$ cat src/rtl/riesgos_pkg.sv
// Shared types and constants for the pipeline hazard controller.
package riesgos_pkg;

    typedef enum logic [0:0] {
        RUN      = 1'b0,
        MEM_WAIT = 1'b1
    } estado_e;

    localparam int unsigned CNT_W_DEF = 16;

    // Bit positions inside src_used_DEC.
    localparam int unsigned SRC1_BIT = 0;
    localparam int unsigned SRC2_BIT = 1;

endpackage

$ cat src/rtl/contador_saturado.sv
// Up-counter that sticks at all-ones; synchronous clear wins over increment.
module contador_saturado #(
    parameter int unsigned W = 16
) (
    input  logic         clk,
    input  logic         rst,
    input  logic         clr,
    input  logic         inc,
    output logic [W-1:0] q
);

    logic [W-1:0] cnt_d, cnt_q;

    always_comb begin
        cnt_d = cnt_q;
        if (clr) begin
            cnt_d = '0;
        end else if (inc && (cnt_q != {W{1'b1}})) begin
            cnt_d = cnt_q + W'(1);
        end
    end

    always_ff @(posedge clk or posedge rst) begin
        if (rst) begin
            cnt_q <= '0;
        end else begin
            cnt_q <= cnt_d;
        end
    end

    assign q = cnt_q;

endmodule

$ cat src/rtl/unidad_riesgos.sv
// Hazard controller: load-use stall, branch flush, memory-wait freeze with
// watchdog, plus saturating stall/flush statistics.
module unidad_riesgos
    import riesgos_pkg::*;
#(
    parameter int unsigned ADDR_W      = 32,
    parameter int unsigned CNT_W       = CNT_W_DEF,
    parameter int unsigned MEM_TIMEOUT = 64
) (
    input  logic              clk,
    input  logic              rst,
    input  logic [ADDR_W-1:0] src1_DEC,
    input  logic [ADDR_W-1:0] src2_DEC,
    input  logic [1:0]        src_used_DEC,
    input  logic [ADDR_W-1:0] dest_EXE,
    input  logic              MEM_R_EN_EXE,
    input  logic              branch_taken_EXE,
    input  logic              MEM_access_MEM,
    input  logic              mem_ready,
    input  logic              clear_stats,
    output logic              stall_PC,
    output logic              stall_DEC,
    output logic              bubble_EXE,
    output logic              flush_IF,
    output logic              flush_DEC,
    output logic              freeze_all,
    output logic              mem_timeout,
    output logic [CNT_W-1:0]  stall_cycles,
    output logic [CNT_W-1:0]  flush_count,
    output logic              state_dbg
);

    localparam int unsigned WCNT_W = $clog2(MEM_TIMEOUT + 1);
    localparam logic [WCNT_W-1:0] WCNT_MAX = WCNT_W'(MEM_TIMEOUT);

    logic mw;
    logic lu;

    estado_e           state_d, state_q;
    logic [WCNT_W-1:0] wcnt_d, wcnt_q;
    logic              timeout_d, timeout_q;

    assign mw = MEM_access_MEM & ~mem_ready;
    assign lu = MEM_R_EN_EXE &
                ((src_used_DEC[SRC1_BIT] & (src1_DEC == dest_EXE)) |
                 (src_used_DEC[SRC2_BIT] & (src2_DEC == dest_EXE)));

    // One action per cycle; a taken branch squashes DEC, so its load-use is moot.
    always_comb begin
        freeze_all = 1'b0;
        flush_IF   = 1'b0;
        flush_DEC  = 1'b0;
        stall_PC   = 1'b0;
        stall_DEC  = 1'b0;
        bubble_EXE = 1'b0;
        if (!rst) begin
            if (mw) begin
                freeze_all = 1'b1;
            end else if (branch_taken_EXE) begin
                flush_IF  = 1'b1;
                flush_DEC = 1'b1;
            end else if (lu) begin
                stall_PC   = 1'b1;
                stall_DEC  = 1'b1;
                bubble_EXE = 1'b1;
            end
        end
    end

    always_comb begin
        state_d   = state_q;
        wcnt_d    = wcnt_q;
        timeout_d = timeout_q;
        unique case (state_q)
            RUN: begin
                if (mw) begin
                    state_d = MEM_WAIT;
                    wcnt_d  = WCNT_W'(1);
                end
            end
            MEM_WAIT: begin
                if (!mw) begin
                    state_d = RUN;
                    wcnt_d  = '0;
                end else if (wcnt_q != WCNT_MAX) begin
                    wcnt_d = wcnt_q + WCNT_W'(1);
                end
            end
            default: begin
                state_d = RUN;
                wcnt_d  = '0;
            end
        endcase
        // Flag rises on the edge that closes the MEM_TIMEOUT-th waiting cycle.
        if (mw && (wcnt_d == WCNT_MAX)) begin
            timeout_d = 1'b1;
        end
    end

    always_ff @(posedge clk or posedge rst) begin
        if (rst) begin
            state_q   <= RUN;
            wcnt_q    <= '0;
            timeout_q <= 1'b0;
        end else begin
            state_q   <= state_d;
            wcnt_q    <= wcnt_d;
            timeout_q <= timeout_d;
        end
    end

    assign state_dbg   = (state_q == MEM_WAIT);
    assign mem_timeout = timeout_q;

    contador_saturado #(
        .W (CNT_W)
    ) u_cnt_stall (
        .clk (clk),
        .rst (rst),
        .clr (clear_stats),
        .inc (freeze_all | stall_PC),
        .q   (stall_cycles)
    );

    contador_saturado #(
        .W (CNT_W)
    ) u_cnt_flush (
        .clk (clk),
        .rst (rst),
        .clr (clear_stats),
        .inc (flush_IF),
        .q   (flush_count)
    );

endmodule

$ cat config.mk
export PLATFORM = sky130hd
export DESIGN_NAME = unidad_riesgos
export DESIGN_NICKNAME = d
export VERILOG_FILES = /design/src/rtl/riesgos_pkg.sv /design/src/rtl/contador_saturado.sv /design/src/rtl/unidad_riesgos.sv
export SDC_FILE = /design/constraint.sdc
export NUM_CORES = 1
export LEC_CHECK = 0
export CORE_MARGIN = 2
export CORE_UTILIZATION = 41
export CTS_CLUSTER_DIAMETER = 100
export DETAILED_ROUTE_END_ITERATION = 6
export PLACE_DENSITY = 0.82
export SYNTH_ARGS = -nofsm -noshare
export SYNTH_HDL_FRONTEND = slang
export SYNTH_SLANG_ARGS = --single-unit
$ cat constraint.sdc
create_clock -name clk -period 2.65 [get_ports clk]
set_input_delay 0.53 -clock clk [delete_from_list [all_inputs] [get_ports clk]]
set_output_delay 0.53 -clock clk [all_outputs]
set_load 0.1 [all_outputs]
==> impl_metrics.csv <==
group,metric,value,unit
run_status,status,"finished, violations left",
run_status,violations,"negative setup slack",
timing,relSlewSlack,65.9,%
final_layout,drive_gt1_share,30.2,%
placement,port_buffers,144,
critical_path,start_kind,"input port",
floorplan,die_h,88.7,um
timing,hold_violations,0,
yosys,synth_async_sr_flop_share,100,%
critical_path,max_stage_delay,0.28,ns
timing,max_freq,363,MHz
yosys,yosysUniqueCellTypes,41,
global_route,first_global_vias,3098,
drt,drtIter0Drc,114,
floorplan,design.core.area,6870,sq um
critical_path,crit_chain,"dlygate4sd2_1 > xor2_1 > nor4_1 > nand3_1 > nor3_2 > o211a_1 > and2_4 > buf_12",
min_path,min_from,"mem_timeout$_DFFE_PP0P_",
critical_path,critical_path_required,2.12,ns
yosys,ys_seq_area_share,34.9,%
final_layout,utilization,67.2,%
critical_path,arrival,2.23,ns
timing,fin_ws,-0.105,ns
global_route,track_usage,23.9,%
yosys,yosys.area.top_type,"dfrtp_1",
min_path,holdPathStages,1,
floorplan,ioPinCount,145,
final_layout,area_delta_synth_final,57.0,%
clock_tree,cts_root_buf,"clkbuf_8",
final_layout,final_cells,592,
timing,fin_crit_sh,104,%
yosys,yosysMostFrequentCell,"xor2_1",
final_layout,diodes,0,
critical_path,r2r_slack,0.38,ns
drt,wl_per_cell,15.6,um
timing,worst_pin_slew,0.512,ns
yosys,synthTopCellsByCount,"73 x xor2_1, 41 x dfrtp_1, 29 x nor2_1, 22 x o21ai_0, 19 x nand2_1",
critical_path,end_kind,"output port",
drt,top_layer,"met4",
floorplan,rows,30,
critical_path,critical-path-slowest-cell,"nor4_1",
timing,rsz0062_at_grt,"yes",
global_route,gr-total-overflow,0,
pwr,power_density,306,nW/um^2
floorplan,die_area,7870,sq um
critical_path,path_buf_inv,2,
drt,ant_nets,0,
clock_tree,cts_buffer_depth,2,
timing,setup-tns-final,-0.309,ns
timing,setup_viol,3,
global_route,antenna_found_initial,0,
placement,place_congestion,0.839,
clock_tree,cts_num_sinks,41,
clock_tree,path_clk_slew,0.07,ns
critical_path,worst-path-max-fanout,3,
yosys,synth_warnings,0,
yosys,synth_area,2940,sq um
global_route,grt_pass1_wl,14600,um
yosys,synthTopCellsByArea,"dfrtp_1 35%, xor2_1 22%, o21ai_0 3.7%",
clock_tree,clk_latency,0.28,ns
yosys,synth_edf_count,0,
critical_path,rr_worst_depth,10,
drt,wl_met1,3330,um
placement,hpwl,7500,um
final_layout,final_cell_area,4620,sq um
critical_path,r2r-start,"u_cnt_stall.q[7]$_DFFE_PP0P_",
global_route,grt_max_degree,42,
yosys,synth-main-ff-cell,"dfrtp_1",
drt,wl_met3,759,um
final_layout,fin_nets,604,
timing,skew,0.00255,ns
pwr,ir_drop,0.184,mV
yosys,synth_cells,334,
timing,period_minus_slack,2.76,ns
yosys,synth_top_area_share,34.9,%
critical_path,worstSetupStartpoint,"src1_DEC[12]",
floorplan,die_x,88.7,um
drt,drc,0,
critical_path,critPathTopFamily,"simple AND/OR/NAND/NOR gates",
timing,slew_violations,0,
placement,place_inst,583,
critical_path,r2r_end,"u_cnt_stall.q[0]$_DFFE_PP0P_",
placement,placed_cell_area,4590,sq um
yosys,synth_fp_nets,443,
clock_tree,cts_tree,"built",
drt,dr.pass1.iters,4,
floorplan,initial_core_util,42.8,%
pwr,power.leakage,0.00210,uW
yosys,synth_seq_cells,41,
clock_tree,cts_buffers,5,
drt,vias,3145,
clock_tree,cts-htree-levels,2,
min_path,hold_class,"flip-flop to flip-flop",
placement,dp_slack,-0.580,ns
yosys,syn-mean-instance-area,8.81,sq um
critical_path,worstSetupPathType,"input port to output port",
flow_run,cap_violations,0,
drt,wl_met2,4900,um
drt,drt-total-wl,9220,um
min_path,whs_endpoint,"mem_timeout$_DFFE_PP0P_",
drt,via_per_inst,5.31,
## layer usage
metal  global-route usage (%)  vias to the layer above
li1                         -                     1492
met1                     27.3                     1487
met2                     43.6                      144
met3                     5.60                       22
met4                     7.58                        0
met5                        0                        -
## logic make-up (layout without fill, tap and decap cells)
group | Yosys count | after routing | share of synthesized area (%)
adders and majority gates | 4 | 4 | 1.70
xor gates and xnor gates | 79 | 79 | 23.5
DFF | 41 | 41 | 34.9
AOI/OAI and AO/OA | 49 | 49 | 11.0
and+or+nand+nor | 138 | 138 | 24.6
muxes | 3 | 3 | 1.06
buffers and inverters | 20 | 182 | 3.23
## worst max-delay path by stage
stage / slack [ns] / depth (start not counted) / end
final: -0.11 / 8 / bubble_EXE
after global placement: -0.46 / 9 / bubble_EXE
after detailed placement: -0.58 / 9 / bubble_EXE
after CTS: 0.0006 / 8 / bubble_EXE
after floorplan: -0.08 / 4 / flush_IF
after global routing: -0.16 / 8 / bubble_EXE
## per-stage QoR
step / power [uW] / hold slack [ns]
finish: 1410 / 0.481
global route: 1490 / 0.500
CTS: 1410 / 0.488
detailed placement: 1060 / 0.470
global placement: 1050 / 0.461
floorplan: 817 / 0.465
## cells in the final DEF, fill, tap and decap left out, types with 5 or more instances in the layout
| cell | synthesis | final |
|---|---|---|
| dlygate4sd2_1 | 0 | 25 |
| inv_1 | 9 | 7 |
| xor2_2 | 0 | 9 |
| nand4_1 | 12 | 12 |
| clkdlybuf4s50_1 | 0 | 10 |
| a21oi_1 | 9 | 9 |
| xor2_1 | 73 | 64 |
| or3_1 | 9 | 9 |
| nand2_1 | 19 | 19 |
| buf_12 | 0 | 6 |
| nor2b_1 | 5 | 5 |
| clkdlybuf4s15_1 | 0 | 21 |
| o21ai_0 | 22 | 22 |
| dfrtp_1 | 41 | 41 |
| and3_1 | 8 | 8 |
| nand3_1 | 18 | 17 |
| nor4_1 | 15 | 5 |
| clkbuf_8 | 0 | 5 |
| buf_6 | 1 | 5 |
| xnor2_1 | 6 | 6 |
| buf_4 | 3 | 54 |
| buf_2 | 1 | 25 |
| nor4_2 | 0 | 10 |
| nor3_1 | 11 | 8 |
| clkbuf_2 | 0 | 14 |
| nor2_1 | 29 | 28 |
## state kept, by name, indices dropped and copies added (netlist names)
| name | flops |
|---|---|
| mem_timeout | 1 |
| state_dbg | 1 |
| wcnt_q | 7 |
| u_cnt_flush.q | 16 |
| u_cnt_stall.q | 16 |
## power by group
group,leakage (uW),total [uW],internal (uW),switching (uW)
combinational,0.00149,384,182,202
clock,0.0000450,386,183,203
sequential,0.000568,642,632,10.6
total,0.00210,1410,996,416
## final cells by class
| class | count | area (sq um) |
|---|---|---|
| multi-input cells | 273 | 1980 |
| clock inverters | 2 | 10.0 |
| repair buffers | 165 | 1370 |
| well taps | 96 | 120 |
| inverters | 9 | 41.3 |
| flip-flops and latches | 41 | 1030 |
| fillers | 577 | 2250 |
| clock buffers | 6 | 72.6 |
## repair_timing
item	4_1_cts	5_1_grt
resized for setup	224	47
hold buffers	0	0
setup buffers	1	0
endpoints found under the setup margin	15	3
pin swaps	51	23
Power figures use the tool's default switching activity.
==> RTL change, RTL diff (same flow settings) <==
Set the parameter `ADDR_W` to 28 (it was 32).
--- a/src/rtl/unidad_riesgos.sv
+++ b/src/rtl/unidad_riesgos.sv
@@ -3,7 +3,7 @@
 module unidad_riesgos
     import riesgos_pkg::*;
 #(
-    parameter int unsigned ADDR_W      = 32,
+    parameter int unsigned ADDR_W      = 28,
     parameter int unsigned CNT_W       = CNT_W_DEF,
     parameter int unsigned MEM_TIMEOUT = 64
 ) (
Ports: changed (resized dest_EXE, src1_DEC and src2_DEC); port bits go from 145 to 133. The function was not compared with the original's and may differ.
==> RTL change against the original RTL <==
Total power is 8.7% higher; setup slack better by 0.13 ns; routed wire length is 5.9% lower; final area is 4.6% lower; worst hold slack worse by 0.0024 ns; sequential cell count stayed put; non-clock buffer count is 18 lower; largest cell class unchanged; area after synthesis is 4.4% lower; critical path type unchanged.
==> RTL change: results (changes against the original RTL) <==
outcome = finished, final reports clean
initial antenna violation count = 0 (unchanged)
Unique masters post-synth = 39 (-4.9%)
CTS Buffer Depth = 2 (unchanged)
clk_skew = 0.00882 ns (+0.00627 ns)
WL final = 8670 um (-5.9%)
Lkg Pwr = 1.97 nW (-6.1%)
first-pass GRT wire length = 14100 um (-3.3%)
top cells by area, synth = dfrtp_1 36%, xnor2_1 19%, nand4_1 4.7%
Top delay family on crit path = simple AND/OR/NAND/NOR gates
slowest cell on the critical path = nor4_2
drt via density = 5.26 (-1.0%)
routability cong. = 0.891 (+6.1%)
# setup viols final = 0 (-3)
Cell Area, Placed = 4370 um^2 (-4.8%)
DP Worst Slack = -0.338 ns (+0.242 ns)
First-pass DRT Iterations = 4 (unchanged)
Max VDD drop = 0.185 mV (+0.47%)
post-layout net count = 559 (-7.5%)
Inserted Diodes = 0 (unchanged)
register area share after synthesis = 36.5% (+1.6 points)
synthesized net count = 415 (-6.3%)
Inst Count DP = 534 (-8.4%)
CTS buffer count = 5 (unchanged)
Worst path max stage delay = 0.30 ns (+0.02 ns)
DP HPWL = 7050 um (-6.0%)
worst-path fanout max = 3 (unchanged)
Syn Area/Cell = 8.84 um^2 (+0.39%)
Hold WC Path Type = reg2reg
layout cell share with drive strength beyond 1 = 28.3% (-1.9 points)
Synth top cells by count = 61 x xnor2_1, 41 x dfrtp_1, 29 x nor2_1
Clock Latency Late Sink = 0.30 ns (+0.02 ns)
CP Data Arrival Time = 2.09 ns (-0.14 ns)
ys async rst share = 100% (unchanged)
IO buf count = 132 (-8.3%)
vias in the first global route = 2897 (-6.5%)
Slew @ Worst Pin = 0.518 ns (+0.00574 ns)
synth warn = 0 (unchanged)
Post-Layout Cell Count = 543 (-8.3%)
largest net degree at the start of global routing = 42 (unchanged)
GRT Util Overall = 23.8% (-0.082 points)
filler cell count = 587 (+1.7%)
Iter 0 DRT Violations = 155 (+36%)
## RTL change: changes by cell type in the layout (fill, tap and decap cells not counted), sizes merged, moves of 9 or more
cell and delta:
clkbuf +12, nand4 +9, dlygate4sd2 +10, buf -33, nor4 -10, xor2 -61, xnor2 +55
## RTL change: final timing paths
check	startpoint	to	slack, ns	depth (start not counted)
setup / recovery	src2_DEC[6]	stall_PC	0.03	8
hold / removal	mem_timeout	mem_timeout	0.48	1
setup reg to reg	u_cnt_stall.q[5]	u_cnt_stall.q[7]	0.42	8
hold reg to reg	mem_timeout	mem_timeout	0.48	1
max in group asynchronous	rst	u_cnt_flush.q[8]	1.42	3
min in group asynchronous	rst	u_cnt_flush.q[14]	0.85	3
## RTL change: worst reg2reg max path, stage by stage (launching register included)
cell and delay (ns):
dfrtp_2 0.45, and3_1 0.22, nand3_1 0.16, or2_1 0.18, nor2_1 0.09, a21oi_4 0.25, nand2_4 0.15, or4_1 0.48
a21oi_1 0.17
## RTL change: area by class of cell
| class | count | area (um^2) | share of cell area, % |
|---|---|---|---|
| clock buffer | 5 | 68.8 | 1.56 |
| clock inverter | 3 | 46.3 | 1.05 |
| inverter | 9 | 37.5 | 0.852 |
| multi-input combinational | 258 | 1900 | 43.1 |
| sequential | 41 | 1030 | 23.5 |
| tap | 80 | 100 | 2.27 |
| timing repair buffer | 147 | 1220 | 27.7 |
## RTL change: where the power goes
part	leakage (nW)	internal (mW)	switching, mW	total, mW
registers	0.556	0.632	0.00936	0.641
clock network	0.0543	0.282	0.234	0.516
logic	1.36	0.185	0.193	0.377
## RTL change: logic make-up (layout without fill, tap and decap cells)
group	after synthesis	count (layout)	share of synthesized area [%]
XOR/XNOR	73	73	22.7
adder cells (fa/ha/maj)	4	4	1.78
AND/OR/NAND/NOR	134	134	25.1
buffers and inverters	19	164	3.03
AO/OA/AOI/OAI	44	44	9.75
multiplexers	3	3	1.11
flip-flops	41	41	36.5
## RTL change: what timing repair did
item,4_1_cts,5_1_grt
pin swaps,44,36
gates resized for setup,113,69
setup endpoints to repair,3,3
hold buffers,0,0
cloned,0,0
setup buffers,1,0
## RTL change: metrics by stage
step	setup TNS, ns	hold WS (ns)
finish	0	0.478
CTS	0	0.483
detailed placement	-2.95	0.460
global route	-0.0748	0.519
floorplan	-1.31	0.465
global placement	-2.37	0.462
## RTL change: per-layer routing
layer | vias to the layer above | share of wire, % | GRT usage (%)
li1 | 1404 | - | -
met1 | 1358 | 42 | 30.8
met2 | 74 | 53 | 41.6
met3 | 19 | 3.2 | 3.24
met4 | 0 | 2.1 | 5.97
met5 | - | 0 | 0
